===== src/rtl/counter_cmd_pkg.sv =====
// counter_cmd_pkg: shared command/debounce types and the command priority encoder.
package counter_cmd_pkg;
  typedef enum logic [1:0] {CMD_NONE, CMD_RESET, CMD_SET, CMD_LOAD} cmd_e;
  typedef enum logic [1:0] {RELEASED, PRESS_WAIT, PRESSED, RELEASE_WAIT} deb_state_e;
  localparam int K_RESET = 0;
  localparam int K_SET   = 1;
  localparam int K_LOAD  = 2;
  function automatic cmd_e prio_cmd(input logic [2:0] req);
    return req[K_RESET] ? CMD_RESET : req[K_SET] ? CMD_SET : req[K_LOAD] ? CMD_LOAD : CMD_NONE;
  endfunction
endpackage


===== src/rtl/counter_cmd_seq_key_debounce.sv =====
// key_debounce: two-flop synchronizer plus debounce FSM emitting a one-cycle press strobe.
module key_debounce
  import counter_cmd_pkg::*;
#(
  parameter int DEBOUNCE_CYCLES = 500000
) (
  input  logic clk,
  input  logic reset,
  input  logic key_n,
  output logic press
);
  localparam int CW = $clog2(DEBOUNCE_CYCLES + 1);
  localparam logic [CW-1:0] C_LAST = CW'(DEBOUNCE_CYCLES - 1);
  localparam logic [CW-1:0] C_MAX  = CW'(DEBOUNCE_CYCLES);
  logic s1, s2;
  logic [CW-1:0] cnt, cnt_inc;
  deb_state_e state;
  assign cnt_inc = (cnt == C_MAX) ? cnt : cnt + 1'b1;
  // synchronizer resets to the released level so a key held through reset still yields one press
  always_ff @(posedge clk) begin
    if (reset) begin
      s1    <= 1'b1;
      s2    <= 1'b1;
      state <= RELEASED;
      cnt   <= '0;
      press <= 1'b0;
    end else begin
      s1    <= key_n;
      s2    <= s1;
      press <= 1'b0;
      case (state)
        RELEASED: begin
          cnt <= '0;
          if (!s2) state <= PRESS_WAIT;
        end
        PRESS_WAIT:
          if (s2) begin
            state <= RELEASED;
            cnt   <= '0;
          end else if (cnt == C_LAST) begin
            state <= PRESSED;
            cnt   <= '0;
            press <= 1'b1;
          end else cnt <= cnt_inc;
        PRESSED: begin
          cnt <= '0;
          if (s2) state <= RELEASE_WAIT;
        end
        RELEASE_WAIT:
          if (!s2) begin
            state <= PRESSED;
            cnt   <= '0;
          end else if (cnt == C_LAST) begin
            state <= RELEASED;
            cnt   <= '0;
          end else cnt <= cnt_inc;
        default: begin
          state <= RELEASED;
          cnt   <= '0;
        end
      endcase
    end
  end
endmodule


===== src/rtl/counter_cmd_seq.sv =====
// counter_cmd_seq: debounces three command keys and issues one registered command per step tick.
module counter_cmd_seq
  import counter_cmd_pkg::*;
#(
  parameter int DATA_W          = 3,
  parameter int DEBOUNCE_CYCLES = 500000,
  parameter int TICK_DIV        = 50000000
) (
  input  logic              clk,
  input  logic              reset,
  input  logic              key_reset_n,
  input  logic              key_set_n,
  input  logic              key_load_n,
  input  logic [DATA_W-1:0] sw_data,
  output logic              ctr_tick,
  output logic              ctr_reset,
  output logic              ctr_set,
  output logic              ctr_load,
  output logic [DATA_W-1:0] ctr_data,
  output logic              cmd_pending
);
  localparam int PW = $clog2(TICK_DIV);
  localparam logic [PW-1:0] P_LAST = PW'(TICK_DIV - 1);
  localparam logic [PW-1:0] P_PRE  = PW'(TICK_DIV - 2);
  logic [2:0] press, pend, pend_now, pend_next;
  logic [PW-1:0] pcnt;
  logic [DATA_W-1:0] stage, stage_now;
  logic tick_next;
  cmd_e cmd;
  key_debounce #(.DEBOUNCE_CYCLES(DEBOUNCE_CYCLES)) u_key_reset (
    .clk(clk), .reset(reset), .key_n(key_reset_n), .press(press[K_RESET])
  );
  key_debounce #(.DEBOUNCE_CYCLES(DEBOUNCE_CYCLES)) u_key_set (
    .clk(clk), .reset(reset), .key_n(key_set_n), .press(press[K_SET])
  );
  key_debounce #(.DEBOUNCE_CYCLES(DEBOUNCE_CYCLES)) u_key_load (
    .clk(clk), .reset(reset), .key_n(key_load_n), .press(press[K_LOAD])
  );
  // the command is decided on the edge entering the tick cycle so it lines up with ctr_tick;
  // pending is cleared on the edge leaving it, keeping any press that arrived during the tick
  assign pend_now  = pend | press;
  assign stage_now = press[K_LOAD] ? sw_data : stage;
  assign tick_next = (pcnt == P_PRE);
  assign cmd       = tick_next ? prio_cmd(pend_now) : CMD_NONE;
  assign pend_next = ctr_tick ? press : pend_now;
  always_ff @(posedge clk) begin
    if (reset) begin
      pcnt        <= '0;
      pend        <= '0;
      stage       <= '0;
      ctr_tick    <= 1'b0;
      ctr_reset   <= 1'b0;
      ctr_set     <= 1'b0;
      ctr_load    <= 1'b0;
      ctr_data    <= '0;
      cmd_pending <= 1'b0;
    end else begin
      pcnt        <= (pcnt == P_LAST) ? '0 : pcnt + 1'b1;
      pend        <= pend_next;
      stage       <= stage_now;
      ctr_tick    <= tick_next;
      ctr_reset   <= (cmd == CMD_RESET);
      ctr_set     <= (cmd == CMD_SET);
      ctr_load    <= (cmd == CMD_LOAD);
      cmd_pending <= |pend_next;
      if (cmd == CMD_LOAD) ctr_data <= stage_now;
    end
  end
endmodule

===== config.mk =====
export PLATFORM = sky130hd
export DESIGN_NAME = counter_cmd_seq
export DESIGN_NICKNAME = d
export VERILOG_FILES = /design/src/rtl/counter_cmd_pkg.sv /design/src/rtl/counter_cmd_seq_key_debounce.sv /design/src/rtl/counter_cmd_seq.sv
export SDC_FILE = /design/constraint.sdc
export NUM_CORES = 1
export LEC_CHECK = 0
export CAP_MARGIN = 20
export CORE_MARGIN = 2
export CORE_UTILIZATION = 50
export DETAILED_ROUTE_END_ITERATION = 12
export MAX_ROUTING_LAYER = met4
export PLACE_DENSITY_LB_ADDON = 0.08
export SLEW_MARGIN = 20
export SYNTH_ARGS = -nofsm -noshare
export SYNTH_HDL_FRONTEND = slang
export SYNTH_SLANG_ARGS = --single-unit

===== constraint.sdc =====
create_clock -name clk -period 5.12 [get_ports clk]
set_input_delay 1.024 -clock clk [delete_from_list [all_inputs] [get_ports clk]]
set_output_delay 1.024 -clock clk [all_outputs]
set_load 0.03 [all_outputs]

* Word-level counts from Yosys, hierarchy flattened
Index checks and enable logic that the tools add are counted. Widths: inputs -> output; s select.
Cells by class: shift-type cells 0, add/sub/neg operators 4, order comparisons 0, div/mod/pow operators 0, equal/unequal tests 32, bitwise logic cells 4, multipliers 0, multiplexer cells 45, reductions and logical operators 14
Operator list (number):
- $mux 19 | 12
- $pmux 19 s3 | 3
- $eq 19x19->1 const B | 6
- $add 19x1->19 const B | 3
- $eq 26x26->1 const B | 2
- $mux 2 | 22
- $add 26x1->26 const B | 1
- $pmux 2 s4 | 3
- $eq 2x2->1 const B | 8
- $reduce_and 4->1 | 3
- $reduce_or 3->1 | 4
- $ne 3x1->1 const B | 3
- $ne 3x3->1 const B | 3
- $eq 2x1->1 const B | 4
- $reduce_or 2->1 | 4
- $logic_not 2->1 | 3
- $mux 3 | 2
- $ne 2x1->1 const B | 3
- $ne 2x2->1 const B | 3
- $mux 1 | 3
- $not 1->1 | 3
- $or 3x3->3 | 1
Word-level totals: bits in read-only memories 0, logic and storage cells 123, RAM bits 0, flip-flop bits (word level) 112, output and inout port bits 8, memories 0, bits of input ports 8, bits in latches 0

* Longest topological paths before layout
depth in word-level cells 6, gate-level depth with buffers 6

* Cells and area by module
Synthesis repeated with hierarchy kept, for this count alone.
Second synthesis, totals: cell total of the unflattened synthesis 583, area, all modules 5285.1 um^2
Modules (own cells, without submodules):
- key_debounce at u_key_load ... | instances 2, area an instance 1164.9 um^2, cells each 133, sequential area each 480.5 um^2
- counter_cmd_seq | instances 1, area an instance 1785.5 um^2, cells each 190, sequential area each 800.8 um^2
- key_debounce at u_key_set | instances 1, area an instance 1169.9 um^2, cells each 127, sequential area each 480.5 um^2

* Worst setup path before layout
OpenSTA, ideal clock, no wires.
path type register to register, start register u_key_set.cnt[7], end register with a tool-made name, cell stages (with the launch flop) 6, setup time 0.121 ns, path slack 2.707 ns, data required time 4.999 ns, arrival 2.291 ns, path buffers 1, period minus slack after synthesis 2.413 ns, cell sequence dfxtp_1 > or4b_1 > or4_4 > buf_6 > or4b_4 > mux2_4
RTL lines:
- from (decl) | RTL line counter_cmd_seq_key_debounce.sv:16 | logic [CW-1:0] cnt, cnt_inc;
- from (signal assigned) | RTL line counter_cmd_seq_key_debounce.sv:44 | end else cnt <= cnt_inc;
- from (signal assigned) | RTL line counter_cmd_seq_key_debounce.sv:56 | end else cnt <= cnt_inc;

==> run summary <==
The fraction of registers with async set or reset after synthesis came out at 0. The cell area after synthesis came out at 5122 um2. Counting the buffers created by CTS gives 9.

No sink is reached through more buffers than the 2 on the longest clock path. The commonest cells after synthesis are 112 x sky130_fd_sc_hd__dfxtp_1, 78 x sky130_fd_sc_hd__nor2_1, 41 x sky130_fd_sc_hd__nand3_1, 34 x sky130_fd_sc_hd__xnor2_1, 33 x sky130_fd_sc_hd__a21oi_1. Using the TritonRoute via totals, the vias-per-cell ratio works out to 5.654. The switching share of power came out at 0.2327.

From synthesis to final layout, the design area changed by 8.158%. Clock latency on the worst-skew pair, taken at its later pin, is 0.39 ns. After the first detailed-routing iteration, the DRC count stood at 190.

The final period demand of the worst path is 2.668 ns. The I/O pin count came out at 16. The H-tree was split into 3 levels.

The total of endpoints with negative setup slack in the final report is 0. TritonCTS built the clock tree. The wire length reported by the detailed router came out at 9775 um.

Of the total synthesized cell area, the portion taken by XOR and XNOR cells is 0.09062. The clock-pin slew on the worst setup and hold paths is 0.11 ns. The biggest area consumer among synthesized cells is sky130_fd_sc_hd__dfxtp_1.

Setup repair after global routing left no endpoint under its margin. The tightest min-delay check is of the reg -> reg type. Summed over all cells, the static leakage comes to 1.591 nW. By area, the combinational part of the netlist is dominated by simple AND/OR/NAND/NOR gates. The antenna cell count came out at 0. The worst setup path is launched from a primary input. The register bit total from synthesis came out at 112. The power share of the combinational group came out at 0.015.

The share of total power dissipated in the clock network is 0.354. The post-synth net total came out at 601. The relative contribution of sequential cells to total power is 0.631.

The internal portion of total power is 0.001071 W. The ratio of final minimum period to clock period is 0.5210. The count of pins over their slew limit is 0. The fraction of final layout cells with drive strength greater than 1 is 0.07395. The most common cell in the netlist is sky130_fd_sc_hd__dfxtp_1. The adder-cell share of the synthesized area is 0.01954. The worst vdd rail ir drop is 0.0002266 V. The post-synthesis compound-gate area fraction is 0.08793. Routability-driven placement finished with a final weighted congestion of 0.8398. CTS placed an instance of sky130_fd_sc_hd__clkbuf_8 at the clock tree root.

The fraction of synthesized area in multiplexers is 0.01539. Static timing analysis puts the maximum clock frequency at 374.9 MHz. The number of instances in the synthesized netlist came out at 585.

For this design the ratio of total power to cell area is 251.8 nW/um2. The number of core rows is 36. The global-route wire length before repair came out at 17,180 um.

The area share of the largest cell type after synthesis is 0.4377. The flow ran to the end, and the final reports show no timing, DRC or antenna violations. The count of final hold-check violations came out at 0. For this run, the detailed router's first-pass iteration total came to 5. The worst setup path is of the in -> reg kind. In the synthesized netlist the dominant register cell turns out to be sky130_fd_sc_hd__dfxtp_1. The via count of the first global-routing pass is 3,776. The worst max-slew margin expressed relative to the limit is 0.3315. The net switching power came out at 0.0003246 W. The pin count of the biggest net entering global routing came out at 32. The final antenna-violating net count came out at 0. The count of buffers added on input and output ports is 15. The tool flagged a number of max-cap violations equal to 0. In this run the mean area of a mapped cell was 8.756 um2.

Dividing the detail-routed wire length by the instance count gives 13.43 um. The total power came out at 0.001395 W. The final sum of negative setup slack came out at 0 ns. The global router's overall resource usage came out at 0.1922. For this run, the register share of the synthesized area comes to 0.4377. The initial core utilization is 0.5193. For this run, the number of Yosys warnings is 0. The number of nets in the layout is 606. At the pin with the least slew margin, the transition time is 0.9997 ns. The DRC violations left came out at 0. The number of synthesized flops with an enable pin came out at 0. The die is 105.2 um wide. The via count came out at 4,116. The hold buffer count at cts is 0. The placeable core region came out at 9864 um2. The nature of the critical path endpoint is a flop.

The total of cells resized after clock tree synthesis came out at 0. The floorplan step set the die height to 105.2 um. In the post-synthesis netlist, the biggest area contributors are sky130_fd_sc_hd__dfxtp_1 44%, sky130_fd_sc_hd__xnor2_1 5.8%, sky130_fd_sc_hd__nor2_1 5.7%, sky130_fd_sc_hd__nand3_1 4.0%, sky130_fd_sc_hd__nand4_1 3.9%.

The biggest fanout along the worst timing path came out at 31. The arrival time of the worst setup path is 2.98 ns. The post-DP HPWL is 6835 um.

The total overflow left after global routing is 0. The number of antenna violations at the first check in global routing came out at 0. The simple-gate portion of the synthesized area is 0.3127.

The required time of the critical path is 5.43 ns. The overall die area is 11,070 um2. The setup skew after layout came out at 0.01569 ns. The clock drives 112 sinks.

The post-CTS repair timing setup buffer count is 0. After synthesis, the netlist uses 50 different library cells.
[state kept, by name, summed over array words and instances, names as in the netlist, 3 cells and up, named ones only]
register / flops
pcnt: 26
stage: 3
u_key_load.cnt: 19
pend: 3
ctr_data: 3
u_key_set.cnt: 19
u_key_reset.cnt: 19
[metal layers]
layer / routed length, um / up-vias / share of wire / global-route usage
met1: 4785 / 1935 / 0.49 / 0.2395
met2: 4584 / 52 / 0.47 / 0.2986
li1: - / 2116 / - / -
met3: 257 / 13 / 0.026 / 0.04515
met5: 0 / - / 0 / -
met4: 147 / 0 / 0.015 / 0.08286
[per-stage QoR]
step | std cells | worst slack, ns | util | instance area, um2 | hold WS [ns]
global placement | 712 | 2.032 | 0.5425 | 5351 | 0.3919
CTS | 728 | 2.425 | 0.5616 | 5540 | 0.4208
global route | 728 | 2.275 | 0.5616 | 5540 | 0.4322
detailed placement | 712 | 2.007 | 0.5435 | 5361 | 0.3923
finish | 728 | 2.452 | 0.5616 | 5540 | 0.4194
floorplan | 585 | 2.707 | - | 5122 | 0.3895
[worst max-delay path: stages]
cell and delay (ns):
sky130_fd_sc_hd__clkdlybuf4s50_1 0.92, sky130_fd_sc_hd__nor2_1 0.47, sky130_fd_sc_hd__o311ai_4 0.32, sky130_fd_sc_hd__nor3_1 0.24
[cell usage in the layout (no fill, tap or decap), drive strengths merged, types with 18 or more instances in the layout]
cell type / instances
nor4: 18
nor3: 21
nand3: 41
inv: 27
nand4: 32
a21oi: 33
nor2: 78
nand2: 22
xor2: 19
xnor2: 34
dfxtp: 112
[path summary, 6_finish.rpt]
check	start	endpoint	slack [ns]	cells past startpoint
worst max-delay path	reset	u_key_load.cnt[0]	2.45	4
worst min-delay path	u_key_set.s1	u_key_set.s2	0.42	1
worst max register to register	u_key_reset.cnt[7]	u_key_reset.cnt[0]	2.46	4
worst min register to register	u_key_set.s1	u_key_set.s2	0.42	1
[logic make-up (layout without fill, tap and decap cells)]
logic type	count (synthesis)	after routing
AO/OA/AOI/OAI	70	70
XOR/XNOR	53	53
adder cells (fa/ha/maj)	8	8
buffers and inverters	45	55
flip-flops	112	112
multiplexers	7	7
AND/OR/NAND/NOR	290	290
[power by group through the flow]
stage | clock network (W) | registers, W | logic (W)
after floorplan | 0 | 0.000899 | 0.0000130
after global placement | 0 | 0.000900 | 0.0000205
after detailed placement | 0 | 0.000900 | 0.0000210
after CTS | 0.000518 | 0.000880 | 0.0000211
after global routing | 0.000549 | 0.000881 | 0.0000231
final | 0.000494 | 0.000880 | 0.0000207
[cell type report]
cell class | instances | area (um2)
multi-input combinational | 428 | 2713
inverter | 24 | 90.09
sequential | 112 | 2242
timing repair buffer | 15 | 150.1
tap | 133 | 166.4
clock buffer | 10 | 127.6
clock inverter | 6 | 51.30
fill | 906 | 4324
No activity file was read; power rests on OpenSTA's default activity.
